`config.mk`:
```
export PLATFORM = sky130hd
export DESIGN_NAME = id_ex_latch
export DESIGN_NICKNAME = d
export VERILOG_FILES = /design/src/rtl/id_ex_latch.sv
export SDC_FILE = /design/constraint.sdc
export NUM_CORES = 1
export LEC_CHECK = 0
export CAP_MARGIN = 20
export CORE_AREA = 5 5 137 139
export DETAILED_ROUTE_END_ITERATION = 10
export DIE_AREA = 0 0 142 144
export GPL_TIMING_DRIVEN = 0
export PLACE_DENSITY = 0.77
export SKIP_LAST_GASP = 1
export SLEW_MARGIN = 10
export SYNTH_ARGS = -nofsm -noshare
export SYNTH_HDL_FRONTEND = slang
export SYNTH_SLANG_ARGS = --single-unit
```
`constraint.sdc`:
```
create_clock -name CLK -period 2.17 [get_ports CLK]
set_clock_uncertainty 0.05 [all_clocks]
set_input_delay 0.217 -clock CLK [delete_from_list [all_inputs] [get_ports CLK]]
set_output_delay 0.217 -clock CLK [all_outputs]
set_load 0.005 [all_outputs]
```
`src/rtl/id_ex_latch.sv`:
```
// ID/EX pipeline register with load-use hazard detection and bubble insertion.
// Optional IDEX_PERF_EN adds saturating bubble/flush event counters.
module id_ex_latch #(
    parameter int DW = 32
) (
    input  logic          CLK,
    input  logic          nRST,
    input  logic          en,
    input  logic          flush,
    input  logic          id_valid,
    input  logic [DW-1:0] id_pc,
    input  logic [DW-1:0] id_rdat1,
    input  logic [DW-1:0] id_rdat2,
    input  logic [DW-1:0] id_imm,
    input  logic [4:0]    id_rs,
    input  logic [4:0]    id_rt,
    input  logic [4:0]    id_rd,
    input  logic          id_uses_rt,
    input  logic          id_regDst,
    input  logic          id_regWr,
    input  logic          id_memRead,
    input  logic          id_memWr,
    input  logic          id_aluSrc,
    input  logic [3:0]    id_aluop,
    output logic [DW-1:0] ex_pc,
    output logic [DW-1:0] ex_rdat1,
    output logic [DW-1:0] ex_rdat2,
    output logic [DW-1:0] ex_imm,
    output logic [4:0]    ex_rs,
    output logic [4:0]    ex_rt,
    output logic [4:0]    ex_rd,
    output logic [4:0]    ex_wsel,
    output logic          ex_regDst,
    output logic          ex_regWr,
    output logic          ex_memRead,
    output logic          ex_memWr,
    output logic          ex_aluSrc,
    output logic          ex_valid,
    output logic [3:0]    ex_aluop,
    output logic          lu_stall
`ifdef IDEX_PERF_EN
    ,
    output logic [15:0]   bubble_cnt,
    output logic [15:0]   flush_cnt
`endif
);

    typedef struct packed {
        logic [DW-1:0] pc;
        logic [DW-1:0] rdat1;
        logic [DW-1:0] rdat2;
        logic [DW-1:0] imm;
        logic [4:0]    rs;
        logic [4:0]    rt;
        logic [4:0]    rd;
        logic [4:0]    wsel;
        logic          regDst;
        logic          regWr;
        logic          memRead;
        logic          memWr;
        logic          aluSrc;
        logic          valid;
        logic [3:0]    aluop;
    } id_ex_t;

    id_ex_t ex_d, ex_q;
    logic   bubble;

    assign lu_stall = ex_q.valid & ex_q.memRead & (ex_q.rt != 5'd0)
                    & ((ex_q.rt == id_rs) | (id_uses_rt & (ex_q.rt == id_rt)))
                    & id_valid;

    assign bubble = flush | lu_stall | ~id_valid;

    always_comb begin
        ex_d = ex_q;
        if (en) begin
            if (bubble) begin
                ex_d = '0;
            end else begin
                ex_d.pc      = id_pc;
                ex_d.rdat1   = id_rdat1;
                ex_d.rdat2   = id_rdat2;
                ex_d.imm     = id_imm;
                ex_d.rs      = id_rs;
                ex_d.rt      = id_rt;
                ex_d.rd      = id_rd;
                ex_d.wsel    = id_regWr ? (id_regDst ? id_rd : id_rt) : 5'd0;
                ex_d.regDst  = id_regDst;
                ex_d.regWr   = id_regWr;
                ex_d.memRead = id_memRead;
                ex_d.memWr   = id_memWr;
                ex_d.aluSrc  = id_aluSrc;
                ex_d.valid   = 1'b1;
                ex_d.aluop   = id_aluop;
            end
        end
    end

    always_ff @(posedge CLK or negedge nRST) begin
        if (!nRST) ex_q <= '0;
        else       ex_q <= ex_d;
    end

    assign ex_pc      = ex_q.pc;
    assign ex_rdat1   = ex_q.rdat1;
    assign ex_rdat2   = ex_q.rdat2;
    assign ex_imm     = ex_q.imm;
    assign ex_rs      = ex_q.rs;
    assign ex_rt      = ex_q.rt;
    assign ex_rd      = ex_q.rd;
    assign ex_wsel    = ex_q.wsel;
    assign ex_regDst  = ex_q.regDst;
    assign ex_regWr   = ex_q.regWr;
    assign ex_memRead = ex_q.memRead;
    assign ex_memWr   = ex_q.memWr;
    assign ex_aluSrc  = ex_q.aluSrc;
    assign ex_valid   = ex_q.valid;
    assign ex_aluop   = ex_q.aluop;

`ifdef IDEX_PERF_EN
    logic [15:0] bubble_cnt_d, bubble_cnt_q;
    logic [15:0] flush_cnt_d, flush_cnt_q;

    // flush outranks lu_stall, so a combined event counts only as a flush
    always_comb begin
        bubble_cnt_d = bubble_cnt_q;
        flush_cnt_d  = flush_cnt_q;
        if (en && flush && flush_cnt_q != 16'hFFFF)
            flush_cnt_d = flush_cnt_q + 16'd1;
        if (en && !flush && lu_stall && bubble_cnt_q != 16'hFFFF)
            bubble_cnt_d = bubble_cnt_q + 16'd1;
    end

    always_ff @(posedge CLK or negedge nRST) begin
        if (!nRST) begin
            bubble_cnt_q <= '0;
            flush_cnt_q  <= '0;
        end else begin
            bubble_cnt_q <= bubble_cnt_d;
            flush_cnt_q  <= flush_cnt_d;
        end
    end

    assign bubble_cnt = bubble_cnt_q;
    assign flush_cnt  = flush_cnt_q;
`endif

endmodule

```
Word-level counts from Yosys, hierarchy flattened --
Index checks and enable logic that the tools add are counted.
Storage, ports and cells: word-level logic and storage cells 30, input port bits 158, register bits after elaboration 158, output and inout bits 159
Operators by class: equality and inequality tests 2, reductions and logical operators 1, mux-type cells 3, bitwise logic cells 9
Operators with widths (number):
- 158-bit 2-to-1 mux | 1
- 5-bit == test | 2
- 5-bit 2-to-1 mux | 2
- 1-bit bitwise AND | 5
- 5-bit nonzero test | 1
- 1-bit bitwise OR | 3
- 1-bit NOT | 1

Depth between registers and ports, before layout --
word-level depth 8, gate-level depth with buffers 7, mapped depth without buffers 4

Worst setup path before layout --
No wires, ideal clock.
kind flip-flop to output port, start point register ex_q (netlist bit ex_rt[3]), end point output lu_stall, arrival time 1.583 ns, required time 1.903 ns, stages on the path, launching flop included 6, slack 0.320 ns, cell sequence dfrtp_1 -> or4_4 -> o2111ai_4 -> buf_4 -> buf_6 -> nor2b_1
On the way: word-level cells in the longest chain between the ends 5, elaborated cells between the ends (all ways) 8, those cells by class 2 x eq/ne; 5 x bitwise; 1 x reduce/logical
Ends and longest elaborated chain:
- from (decl) | line 66 | id_ex_t ex_d, ex_q;
- from (signal assigned) | line 101 | if (!nRST) ex_q <= '0;
- from (signal assigned) | line 102 | else ex_q <= ex_d;
- 5-bit == test | line 70 | & ((ex_q.rt == id_rs) | (id_uses_rt & (ex_q.rt == id_rt)))
- 1-bit bitwise AND | line 70
- 1-bit bitwise OR | line 70
- 1-bit bitwise AND (*) | line 70
- 1-bit bitwise AND (*) | line 71 | & id_valid;
- to (decl) | line 40 | output logic lu_stall
Mark *: on every way between the ends. The rest lies on a longest branch, timed or not.

Worst setup path in the final report --
start point register ex_q (netlist bit ex_rt[4]), end point output lu_stall
The elaborated chain is that of the path after synthesis.

==> metrics.yaml <==
clockBufferDepth: 2
synth-seq-cells: 158
fin_area_um2: 11700
clkPwrFrac_pct: 38.8
grt_max_degree: 101
wl_met2_mm: 13.6
layout_common_cells: "clkdlybuf4s50_1 (314), dfrtp_1 (156), nand2_1 (153)"
drive_above_1_share_pct: 9.67
rsz0062_at_grt: "yes"
arrival_ps: 1930
period_share_pct: 101
max_stage_delay_ps: 550
clkTransAtPathRegs_ps: 70
worst-slew-pin-transition_ps: 775
pwr_density_cell_nw_per_um2: 729
syn_inst: 752
viasPerCell: 5.80
synth.distinct_cells: 26
yosys_warnings: 0
layout_commonest_cell: "clkdlybuf4s50_1"
io_pins: 317
dp_slack_ps: -1090
num_rows: 49
worst-path-max-fanout: 3
status: "finished with violations"
worst_slack_ps: -30.4
p_sw_mw: 2.20
met1Wirelength_mm: 11.1
top_layer: "met5"
tritoncts: "yes"
die_x_um: 142
p_leak_nw: 4.61
seqPwrFrac_pct: 40.3
switching_share_pct: 25.9
grt_pass1_vias: 7779
timing_hold_violations_final: 0
drc: 0
critPathCaptureType: "primary output"
final_nets: 1252
max-cap-violations: 0
dp_hpwl_mm: 19.9
fin_crit_ps: 2200
first_iter_violations: 565
die_area_um2: 20400
tns_ps: -51.8
die_h_um: 144
antenna_found_initial: 1
grt_usage_pct: 26.5
crit_buf_inv: 2
crit_chain: "or4_4 -> o2111ai_4 -> buf_6 -> nor2b_1 -> buf_2"
vdd_drop_max_mv: 0.509
numCtsBuffers: 17
comb_power_share_pct: 20.9
cp_num_cells: 5
place_area_um2: 10800
ctsRootBufferMaster: "clkbuf_16"
cpLargestDelayFamily: "simple AND/OR/NAND/NOR gates"
vias: 7760
wire_per_inst_um: 20.7
coreArea_um2: 17500
wl_met3_mm: 2.37
syn_avg_cell_area_um2: 9.78
cts.sinks: 158
reg2reg_depth: 7
drtPass1Iterations: 5
clock_latency_ps: 410
max_freq_mhz: 454
routed_wl_mm: 27.7
setup_violations: 2
intPower_mw: 6.31
holdPathStages: 3
slew_headroom_pct: 48.3
grt_pass1_wl_mm: 42.9
worstSetupStartpointType: "flop"
synth-seq-area-share_pct: 53.7
power_mw: 8.51
ant_nets: 0
synth_nets: 910
start_util_pct: 42.0
worstPathRequired_ps: 1900
violations: "setup timing"
syn_to_final_growth_pct: 58.7
htreeDepth: 4
finalMaxSlewViolations: 0
crit_slowest_cell: "or4_4"
hold_path.class: "in2reg"
synth_area_um2: 7360
path_class: "reg2out"
grt_overflow: 0
portBuffers: 316
place_congestion: 0.835
power groups by stage:
stage	Combinational, mW	Sequential (mW)	Clock, mW
finish	1.78	3.43	3.30
global route	1.92	3.46	3.47
CTS	1.78	3.42	3.35
detailed placement	1.73	3.47	0
global placement	1.69	3.47	0
floorplan	0.515	3.47	0
worst paths after layout:
path | slack (ps) | startpoint | end
max | -30 | ex_rt[4]$_DFFE_PN0P_ | lu_stall
min | 320 | id_rdat1[27] | ex_rdat1[27]$_DFFE_PN0P_
max reg2reg | -20 | ex_rt[4]$_DFFE_PN0P_ | ex_imm[18]$_DFFE_PN0P_
min reg2reg | 450 | ex_pc[14]$_DFFE_PN0P_ | ex_pc[14]$_DFFE_PN0P_
max in group asynchronous | 890 | nRST | ex_rdat1[16]$_DFFE_PN0P_
min in group asynchronous | 410 | nRST | ex_imm[2]$_DFFE_PN0P_
Yosys cell counts, drive strengths merged:
master   count  area (um^2)
a211o        5         43.8
a21oi        5         25.0
a22oi        2         15.0
a32oi      151         1320
buf         29          161
clkbuf      55          206
dfrtp      158         3950
inv          2         7.50
nand2      153          574
nand3        1         5.00
nand3b       1         7.51
nand4        1         6.26
nor2         6         22.5
nor2b       11         68.8
nor3b        1         12.5
o2111ai      1         26.3
o21ai      157          786
o22ai        1         6.26
o31ai        1         7.51
or4          1         11.3
xnor2       10         87.6
cell families (layout without fill, tap and decap cells):
kind of cell | count (synthesis) | count (layout) | share of synthesized area, %
other | 0 | 1 | 0
and+or+nand+nor | 175 | 175 | 9.63
xor gates and xnor gates | 10 | 10 | 1.19
DFF | 158 | 158 | 53.7
AOI/OAI and AO/OA | 323 | 323 | 30.3
buffers and inverters | 86 | 441 | 5.10
metrics by stage:
| stage | util, % | instances | hold WS (ps) |
|---|---|---|---|
| 3_5_place_dp | 61.8 | 1298 | 268 |
| 2_1_floorplan | - | 752 | -129 |
| 5_1_grt | 66.6 | 1336 | 304 |
| 3_3_place_gp | 61.6 | 1297 | 425 |
| 6_report | 66.6 | 1337 | 316 |
| 4_1_cts | 66.3 | 1336 | 292 |
what timing repair did:
item / 4_1_cts / 5_1_grt
hold endpoints to repair: 99 / 0
gates cloned: 0 / 0
gates resized for setup: 45 / 37
pin swaps: 3 / 3
hold buffers: 1 / 0
setup buffers: 8 / 0
setup endpoints to repair: 146 / 134
worst register-to-register path: stages (launching register included):
cell and delay [ps]:
dfrtp_2 420, or4_4 550, o2111ai_4 230, buf_4 200
buf_6 190, buf_4 200, a32oi_1 130, o21ai_1 130
sequential cells by signal, summed over array words and instances (netlist names):
name	count
ex_rt	5
ex_aluSrc	1
ex_pc	32
ex_memRead	1
ex_valid	1
ex_wsel	5
ex_memWr	1
ex_rdat1	32
ex_imm	32
ex_rd	5
ex_regDst	1
ex_aluop	4
ex_rs	5
ex_regWr	1
ex_rdat2	32
cell type report:
type                    count  area [um^2]
diodes                      1         2.50
plain buffers              81          439
clock buffers              19          433
clock inverters            13          214
fillers                  1465         5860
inverters                   2         7.51
multi-input cells         508         3070
flip-flops and latches    158         3960
well taps                 229          287
repair buffers            326         3270
metal layers:
metal,global-route usage [%],up-vias
met5,0,-
met4,9.65,2
met3,6.75,53
met2,43.4,380
met1,34.2,3767
li1,-,3558
Power figures use the tool's default switching activity.
